--- src/rtl/keypad_event_ctrl.sv ---
// Keypad event controller: qualifies keypad scanner codes for stability and
// turns them into single-cycle press / release / auto-repeat events, plus
// decoded Pong paddle-step and game-control pulses.
module keypad_event_ctrl #(
  parameter int STABLE_CYCLES = 16,
  parameter int REPEAT_DELAY  = 2048,
  parameter int REPEAT_PERIOD = 512
) (
  input  logic       clk,
  input  logic       rst_n,
  input  logic [4:0] keycode,
  output logic       key_press,
  output logic       key_repeat,
  output logic       key_release,
  output logic [3:0] key_code_out,
  output logic       p1_up,
  output logic       p1_down,
  output logic       p2_up,
  output logic       p2_down,
  output logic       start,
  output logic       pause
);

  localparam int MAX_AB = (STABLE_CYCLES > REPEAT_DELAY) ? STABLE_CYCLES : REPEAT_DELAY;
  localparam int MAX_C  = (MAX_AB > REPEAT_PERIOD) ? MAX_AB : REPEAT_PERIOD;
  localparam int CNT_W  = $clog2(MAX_C + 1);

  localparam logic [CNT_W-1:0] STABLE_LAST = CNT_W'(STABLE_CYCLES - 1);
  localparam logic [CNT_W-1:0] DELAY_LAST  = CNT_W'(REPEAT_DELAY - 1);
  localparam logic [CNT_W-1:0] PERIOD_LAST = CNT_W'(REPEAT_PERIOD - 1);
  localparam logic [CNT_W-1:0] CNT_ONE     = CNT_W'(1);

  localparam logic [3:0] K_P1_UP   = 4'd1;
  localparam logic [3:0] K_P1_DOWN = 4'd4;
  localparam logic [3:0] K_P2_UP   = 4'd10;
  localparam logic [3:0] K_P2_DOWN = 4'd11;
  localparam logic [3:0] K_START   = 4'd14;
  localparam logic [3:0] K_PAUSE   = 4'd15;

  typedef enum logic [1:0] {IDLE, QUALIFY, HELD, REPEAT} state_t;

  state_t           state;
  logic [4:0]       in_q;
  logic [3:0]       code_q;
  logic [CNT_W-1:0] cnt;
  logic [CNT_W-1:0] cnt_inc;
  logic             key_valid;
  logic             code_chg;
  logic             paddle;
  logic             rpt_due;

  // Saturating increment so a long hold can never wrap back into a match.
  assign cnt_inc   = (&cnt) ? cnt : cnt + CNT_ONE;
  assign key_valid = in_q[0];
  assign code_chg  = in_q[4:1] != code_q;
  assign paddle    = (code_q == K_P1_UP) || (code_q == K_P1_DOWN) ||
                     (code_q == K_P2_UP) || (code_q == K_P2_DOWN);
  assign rpt_due   = (state == HELD)   ? (cnt == DELAY_LAST)  :
                     (state == REPEAT) ? (cnt == PERIOD_LAST) : 1'b0;

  // Input register: every decision below is made on the registered keycode.
  always_ff @(posedge clk or negedge rst_n) begin
    if (!rst_n) in_q <= '0;
    else        in_q <= keycode;
  end

  // Key FSM with registered event and decoded pulses.
  always_ff @(posedge clk or negedge rst_n) begin
    if (!rst_n) begin
      state        <= IDLE;
      code_q       <= '0;
      cnt          <= '0;
      key_press    <= 1'b0;
      key_repeat   <= 1'b0;
      key_release  <= 1'b0;
      key_code_out <= '0;
      p1_up        <= 1'b0;
      p1_down      <= 1'b0;
      p2_up        <= 1'b0;
      p2_down      <= 1'b0;
      start        <= 1'b0;
      pause        <= 1'b0;
    end else begin
      key_press   <= 1'b0;
      key_repeat  <= 1'b0;
      key_release <= 1'b0;
      p1_up       <= 1'b0;
      p1_down     <= 1'b0;
      p2_up       <= 1'b0;
      p2_down     <= 1'b0;
      start       <= 1'b0;
      pause       <= 1'b0;
      case (state)
        IDLE: begin
          if (key_valid) begin
            state  <= QUALIFY;
            code_q <= in_q[4:1];
            cnt    <= CNT_ONE;
          end
        end
        QUALIFY: begin
          if (!key_valid) begin
            state <= IDLE;
            cnt   <= '0;
          end else if (code_chg) begin
            code_q <= in_q[4:1];
            cnt    <= CNT_ONE;
          end else if (cnt == STABLE_LAST) begin
            state        <= HELD;
            cnt          <= '0;
            key_press    <= 1'b1;
            key_code_out <= code_q;
            p1_up        <= code_q == K_P1_UP;
            p1_down      <= code_q == K_P1_DOWN;
            p2_up        <= code_q == K_P2_UP;
            p2_down      <= code_q == K_P2_DOWN;
            start        <= code_q == K_START;
            pause        <= code_q == K_PAUSE;
          end else begin
            cnt <= cnt_inc;
          end
        end
        HELD, REPEAT: begin
          // Release / replacement outrank a repeat expiring in the same cycle.
          if (!key_valid) begin
            state       <= IDLE;
            cnt         <= '0;
            key_release <= 1'b1;
          end else if (code_chg) begin
            state       <= QUALIFY;
            code_q      <= in_q[4:1];
            cnt         <= CNT_ONE;
            key_release <= 1'b1;
          end else if (rpt_due) begin
            state      <= REPEAT;
            cnt        <= '0;
            key_repeat <= paddle;
            p1_up      <= code_q == K_P1_UP;
            p1_down    <= code_q == K_P1_DOWN;
            p2_up      <= code_q == K_P2_UP;
            p2_down    <= code_q == K_P2_DOWN;
          end else begin
            cnt <= cnt_inc;
          end
        end
        default: begin
          state <= IDLE;
          cnt   <= '0;
        end
      endcase
    end
  end

endmodule

--- config.mk ---
export PLATFORM = sky130hd
export DESIGN_NAME = keypad_event_ctrl
export DESIGN_NICKNAME = d
export VERILOG_FILES = /design/src/rtl/keypad_event_ctrl.sv
export SDC_FILE = /design/constraint.sdc
export NUM_CORES = 1
export LEC_CHECK = 0
export CAP_MARGIN = 30
export CORE_AREA = 4 4 69 71
export DETAILED_ROUTE_END_ITERATION = 8
export DIE_AREA = 0 0 73 75
export PLACE_DENSITY = 0.68
export SLEW_MARGIN = 15
export SYNTH_ARGS = -nofsm -noshare
export SYNTH_HDL_FRONTEND = slang
export SYNTH_SLANG_ARGS = --single-unit
--- constraint.sdc ---
create_clock -name clk -period 1.9 [get_ports clk]
set_input_delay 0.57 -clock clk [delete_from_list [all_inputs] [get_ports clk]]
set_output_delay 0.57 -clock clk [all_outputs]
set_load 0.005 [all_outputs]
==> results of run 1 <==
-- what timing repair did --
| item | in CTS | in global routing |
|---|---|---|
| buffers inserted | 8 | 3 |
| endpoints found under the setup margin | 19 | 19 |
| pin swaps | 3 | 13 |
| gates resized for setup | 12 | 12 |
| gates cloned | 1 | 0 |
-- where the power goes --
group          internal (mW)  switching (mW)
Sequential             0.784          0.0133
Combinational         0.0758          0.0864
Clock                  0.389           0.261
-- through the flow --
step           utilization, %  setup slack (ns)  TNS (ns)  cells
6_report                 60.2          -0.00354  -0.00354    284
2_1_floorplan               -            0.0164         0    172
4_1_cts                  59.0           -0.0163   -0.0478    282
3_5_place_dp             53.0            -0.240     -2.06    265
3_3_place_gp             53.0           -0.0966    -0.676    265
5_1_grt                  60.2           -0.0645    -0.617    284
-- state kept, by name, indices dropped and copies added (netlist names), 2 cells and up --
register / cells
state: 2
cnt: 12
in_q: 5
key_code_out: 4
code_q: 4
-- placed cells by master, fill, tap and decap left out, types with 2 or more instances in the layout --
cell type / Yosys / layout
o21ai_0: 9 / 6
nor4_1: 3 / 3
a21o_1: 5 / 5
o2111ai_4: 0 / 2
buf_6: 4 / 4
nand4_1: 5 / 5
mux2_2: 3 / 3
buf_4: 0 / 34
nor2_1: 15 / 15
a21oi_1: 10 / 10
o311ai_1: 1 / 2
o21ai_1: 0 / 3
mux2_4: 4 / 4
clkinv_2: 1 / 2
nand2b_1: 2 / 2
nor3_1: 3 / 3
inv_1: 6 / 6
and3_1: 4 / 3
nor4_4: 0 / 2
and2_1: 2 / 2
nand3_1: 5 / 4
o31ai_1: 3 / 3
xnor2_1: 5 / 5
nand2_1: 17 / 17
clkbuf_8: 0 / 5
clkdlybuf4s50_1: 0 / 19
or2_2: 2 / 2
dfrtp_1: 36 / 36
-- worst max path at each step --
| stage | startpoint | endpoint | slack, ns | cells after the start |
|---|---|---|---|---|
| floorplan | cnt[0]$_DFFE_PN0P_ | cnt[9]$_DFFE_PN0P_ | 0.02 | 7 |
| global placement | cnt[0]$_DFFE_PN0P_ | cnt[5]$_DFFE_PN0P_ | -0.1 | 6 |
| detailed placement | cnt[0]$_DFFE_PN0P_ | cnt[5]$_DFFE_PN0P_ | -0.24 | 6 |
| CTS | cnt[9]$_DFFE_PN0P_ | key_code_out[3]$_DFFE_PN0P_ | -0.02 | 6 |
| global route | cnt[4]$_DFFE_PN0P_ | key_code_out[3]$_DFFE_PN0P_ | -0.06 | 4 |
| finish | cnt[9]$_DFFE_PN0P_ | key_code_out[3]$_DFFE_PN0P_ | -0.004 | 5 |
-- cell families (layout without fill, tap and decap cells) --
| kind of cell | count (synthesis) | in the layout |
|---|---|---|
| multiplexers | 7 | 7 |
| AND/OR/NAND/NOR | 68 | 68 |
| buffers and inverters | 14 | 73 |
| XOR/XNOR | 6 | 6 |
| adder cells (fa/ha/maj) | 1 | 1 |
| flip-flops | 36 | 36 |
| AO/OA/AOI/OAI | 40 | 41 |
-- synthesized netlist by cell type (2+ instances only) --
library cell,number,area (sq um)
dfrtp_1,36,901
nand2_1,17,63.8
nor2_1,15,56.3
a21oi_1,10,50.1
o21ai_0,9,45.0
inv_1,6,22.5
a21o_1,5,37.5
nand3_1,5,25.0
nand4_1,5,31.3
xnor2_1,5,43.8
and3_1,4,25.0
buf_6,4,45.0
mux2_4,4,60.1
mux2_2,3,33.8
nor3_1,3,15.0
nor4_1,3,18.8
o31ai_1,3,22.5
and2_1,2,12.5
buf_2,2,10.0
nand2b_1,2,12.5
nor4_2,2,25.0
or2_2,2,12.5
or3_1,2,12.5
-- cell type report --
| class | count | area [sq um] |
|---|---|---|
| Clock buffer | 6 | 72.6 |
| Sequential cell | 36 | 901 |
| Tap cell | 52 | 65.1 |
| Clock inverter | 2 | 35.0 |
| Inverter | 7 | 27.5 |
| Multi-Input combinational cell | 123 | 938 |
| Fill cell | 344 | 1680 |
| Timing Repair Buffer | 58 | 510 |
-- metal layers --
layer,vias to the layer above,part of all wire [%],GRT usage (%)
met1,769,41,21.6
met4,0,1.7,6.15
li1,745,-,-
met5,-,0,0
met3,11,4.6,4.01
met2,53,52,31.5
==> impl_metrics.tcl, run 1 <==
set metrics [dict create \
    routed_wirelength_microns 4590 \
    grt_start_max_net_pins 37 \
    dr.pass1.iters 4 \
    hold_ws_ns 0.518 \
    final_nets 239 \
    total_overflow_reported_by_the_global_router 0 \
    io_buffers 19 \
    cts_buffers 5 \
    relSlewSlack_pct 75.8 \
    initial_core_util_pct 42.9 \
    wire_length_of_the_first_global_routing_pass_microns 7510 \
    die_w_microns 73 \
    worstHoldPathType "flop to flop" \
    antenna_cells_inserted 0 \
    post_synth_edffs 0 \
    worst_r2r_endpoint "key_code_out[3]$_DFFE_PN0P_" \
    synthesized_area_fraction_occupied_by_xor_and_xnor_cells_pct 2.89 \
    ctsLongestPathBuffers 2 \
    avgViaCountPerCell 5.56 \
    cts.htree.levels 2 \
    violations "setup timing" \
    timing.critical_path.max_delay_family "simple AND/OR/NAND/NOR gates" \
    min-delay-start "key_code_out[2]$_DFFE_PN0P_" \
    die_area_sq_um 5480 \
    pwr_density_cell_nw_per_um2 631 \
    clock.fmax_mhz 525 \
    vdd_ir_drop_max_mv 0.506 \
    grt_util_all_layers_pct 17.9 \
    clk_latency_ns 0.29 \
    worst-slew-pin-transition_ns 0.362 \
    synth.area.mux_share_pct 5.16 \
    ant_nets 0 \
    i_o_pins 20 \
    synth_compound_gate_area_share_pct 16.2 \
    holdBufCountCts 0 \
    setup-violations-final 1 \
    p_total_mw 1.61 \
    critPathRequiredTime_ns 2.07 \
    clock_period_minus_worst_slack_ns 1.90 \
    maximum_net_fanout_on_the_critical_path 8 \
    synth-async-reset-ratio_pct 100 \
    postSynth.topFlopCell "dfrtp_1" \
    p_leak_nw 1.14 \
    numClockSinks 36 \
    average_detailed_routed_wire_length_per_instance_microns 16.2 \
    drive_gt1_share_pct 31.5 \
    yosysWarningCount 0 \
    startpoint_of_the_lowest_slack_register_to_register_path "cnt[9]$_DFFE_PN0P_" \
    final_design_area_no_fill_sq_um 2550 \
    die_height_microns 75 \
    hold_path_end "key_code_out[2]$_DFFE_PN0P_" \
    routabilityCongestion 0.856 \
    ys_types 46 \
    yosys.area_share.simple_pct 20.7 \
    final_slew_viol_count 0 \
    placement_rows 24 \
    drc_errors 0 \
    grt_setup_unrepaired "yes" \
    final.setup_skew_ns 0.00590 \
    smallest_setup_slack_after_layout_ns -0.00354 \
    post_synthesis_area_per_instance_sq_um 10.6 \
    synth_fa_ha_area_share_pct 0.688 \
    synth_sequential_area_ratio_pct 49.6 \
    endpoint_arrival_time_on_the_critical_path_ns 2.07 \
    drv.max_cap_violation_count 0 \
    timing.critical_path.to_type "flop" \
    period_share_pct 100 \
    cts.clk_slew.worst_paths_ns 0.07 \
    tritoncts "done" \
    r2r.worst_path.cells 5 \
    critical_path.slowest_cell "or4_4" \
    vias 1578 \
    syn_to_final_growth_pct 40.3 \
    dpl_cell_area_sq_um 2240 \
    outcome "finished, violations left" \
    cp_slowest_stage_delay_ns 0.53 \
    synth_nets 180 \
    path_cells "buf_6 -> nor4_4 -> nand3_2 -> or4_4 -> mux2_4" \
    rrSetupSlack_ns -0.004 \
    core_area_sq_um 4230 \
    first_global_vias 1636 \
    yosys_register_bits 36 \
    syn_area_sq_um 1820 \
    grt_antenna_before_repair 0 \
    detailedRoute.firstIterationViolations 149 \
    dp_hpwl_microns 3140 \
    worst-path-buf-inv 1 \
    worst_setup_path_start_kind "flop" \
    synth_top_family_by_area "simple AND/OR/NAND/NOR gates" \
    hold-path-cell-count 1 \
    crit_type "flop to flop" \
    finalHoldViolations 0 \
    postSynthCellCount 172 \
    cts-root-buf "clkbuf_8" \
]
Note: power is estimated with default switching activity, not from simulation.
==> inputs of run 2 (changes only) <==
CORE_AREA = 4 4 79 81   (was 4 4 69 71)
DIE_AREA = 0 0 83 85   (was 0 0 73 75)
PLACE_DENSITY = 0.54   (was 0.68)
==> impl_metrics.tcl, run 2 (synthesized netlist as in run 1, its figures left out) <==
set metrics [dict create \
    cts.htree.levels 2 \
    syn_to_final_growth_pct 36.1 \
    grt_setup_unrepaired "yes" \
    most_common_library_cell_in_the_layout_ignoring_fill_and_taps "dfrtp_1" \
    setup-violations-final 4 \
    i_o_pins 20 \
    critical_path.slowest_cell "or4_1" \
    final_slew_viol_count 0 \
    grt_start_max_net_pins 37 \
    dp_hpwl_microns 2980 \
    ant_nets 0 \
    cts_buffers 5 \
    cts-root-buf "clkbuf_8" \
    detailedRoute.firstIterationViolations 140 \
    worst-slew-pin-transition_ns 0.473 \
    total_overflow_reported_by_the_global_router 0 \
    core_area_sq_um 5470 \
    die_height_microns 85 \
    seqPwrFrac_pct 48.7 \
    startpoint_of_the_lowest_slack_register_to_register_path "cnt[8]$_DFFE_PN0P_" \
    timing.critical_path.to_type "flop" \
    vdd_ir_drop_max_mv 0.288 \
    share_comb_of_total_power_pct 9.3 \
    tritoncts "done" \
    drc_errors 0 \
    dr.pass1.iters 4 \
    r2r.worst_path.cells 5 \
    grt_antenna_before_repair 0 \
    total_switching_power_mw 0.390 \
    power.clock.fraction_pct 42.0 \
    power_report.internal_total_mw 1.24 \
    crit_type "flop to flop" \
    maxUsedRoutingLayer "met4" \
    post_route_m1_wl_microns 1960 \
    detailroute.wirelength.met2_microns 2050 \
    tns_ns -0.0759 \
    average_detailed_routed_wire_length_per_instance_microns 14.5 \
    io_buffers 19 \
    post-route-util_pct 45.2 \
    antenna_cells_inserted 0 \
    outcome "finished, violations left" \
    p_leak_nw 1.10 \
    ctsLongestPathBuffers 2 \
    violations "setup timing" \
    period_share_pct 101 \
    path_cells "nor4_4 -> nand3_1 -> or4_1 -> buf_6 -> mux2_4" \
    routed_wirelength_microns 4310 \
    sw_share_pct 23.9 \
    highest_count_cells_in_the_layout_ignoring_fill_and_taps "dfrtp_1 (34), buf_4 (30), clkdlybuf4s50_1 (18), nand2_1 (17), nor2_1 (15)" \
    rrSetupSlack_ns -0.02 \
    number_of_fillers_in_the_final_layout 533 \
    wl_met3_microns 203 \
    endpoint_arrival_time_on_the_critical_path_ns 2.10 \
    drv.max_cap_violation_count 0 \
    finalHoldViolations 0 \
    worstHoldPathType "input pin to asynchronous set/reset pin" \
    numClockSinks 36 \
    clk_latency_ns 0.30 \
    wire_length_of_the_first_global_routing_pass_microns 6890 \
    clock.fmax_mhz 520 \
    final.setup_skew_ns 0.00804 \
    cp_slowest_stage_delay_ns 0.43 \
    drive_gt1_share_pct 31.1 \
    routabilityCongestion 0.918 \
    largest_register_ff_count 12 \
    top_regs "cnt (12), in_q (5)" \
    grt_util_all_layers_pct 12.1 \
    pwr_density_cell_nw_per_um2 659 \
    placement_rows 27 \
    maximum_net_fanout_on_the_critical_path 8 \
    die_area_sq_um 7060 \
    smallest_setup_slack_after_layout_ns -0.0226 \
    registers.top_by_ff_count "cnt" \
    first_global_vias 1507 \
    critPathRequiredTime_ns 2.08 \
    final_nets 232 \
    die_w_microns 83 \
    relSlewSlack_pct 68.5 \
    cts.clk_slew.worst_paths_ns 0.08 \
    avgViaCountPerCell 4.97 \
    clock_period_minus_worst_slack_ns 1.92 \
    initial_core_util_pct 33.2 \
    worst_r2r_endpoint "key_code_out[2]$_DFFE_PN0P_" \
    worst_setup_path_start_kind "flop" \
    vias 1476 \
]
run 2: layout make-up:
| type | count | area (sq um) | area share, % |
|---|---|---|---|
| well taps | 72 | 90.1 | 3.64 |
| flip-flops and latches | 36 | 903 | 36.5 |
| multi-input cells | 122 | 898 | 36.3 |
| clock buffers | 5 | 68.8 | 2.78 |
| repair buffers | 52 | 444 | 17.9 |
| inverters | 7 | 27.5 | 1.11 |
| clock inverters | 3 | 42.5 | 1.72 |
run 2: worst max-delay path: cells and delay by family, from the launching register on:
family / cells / cell delay, ns
mux: 1 / 0.29
flops: 1 / 0.42
buf+inv: 1 / 0.16
simple gates: 3 / 0.93
run 2: worst max path at each step:
stage	from	end	slack [ns]	cells after the start
after floorplan	cnt[0]$_DFFE_PN0P_	cnt[9]$_DFFE_PN0P_	0.02	7
after global placement	cnt[0]$_DFFE_PN0P_	cnt[9]$_DFFE_PN0P_	-0.03	6
after detailed placement	cnt[0]$_DFFE_PN0P_	cnt[9]$_DFFE_PN0P_	-0.05	6
after CTS	cnt[0]$_DFFE_PN0P_	cnt[9]$_DFFE_PN0P_	-0.03	8
after global routing	cnt[8]$_DFFE_PN0P_	key_code_out[2]$_DFFE_PN0P_	-0.08	5
final	cnt[8]$_DFFE_PN0P_	key_code_out[2]$_DFFE_PN0P_	-0.02	5
run 2: stage by stage:
stage	setup slack [ns]	total power [mW]	cells	area, sq um	hold WS [ns]
finish	-0.0226	1.63	297	2470	0.306
CTS	-0.0287	1.65	296	2420	0.322
global route	-0.0801	1.70	297	2470	0.357
floorplan	0.0164	0.889	172	1820	0.274
detailed placement	-0.0503	0.956	287	2270	0.493
global placement	-0.0292	0.955	287	2270	0.496
run 2: what timing repair did:
item,4_1_cts,5_1_grt
pin swaps,3,13
setup buffers,1,1
resized for setup,8,11
setup endpoints to repair,13,19
hold buffers,0,0
run 2: power groups by stage:
stage | Combinational, mW | Clock, mW | Sequential [mW]
after floorplan | 0.0773 | 0 | 0.812
after global placement | 0.146 | 0 | 0.809
after detailed placement | 0.146 | 0 | 0.810
after CTS | 0.149 | 0.706 | 0.795
after global routing | 0.171 | 0.736 | 0.797
final | 0.152 | 0.685 | 0.795
run 2: metal layers:
layer / global-route usage (%) / up-vias
met2: 19.9 / 38
li1: - / 727
met1: 15.0 / 706
met3: 2.33 / 5
met4: 6.54 / 0
met5: 0 / -
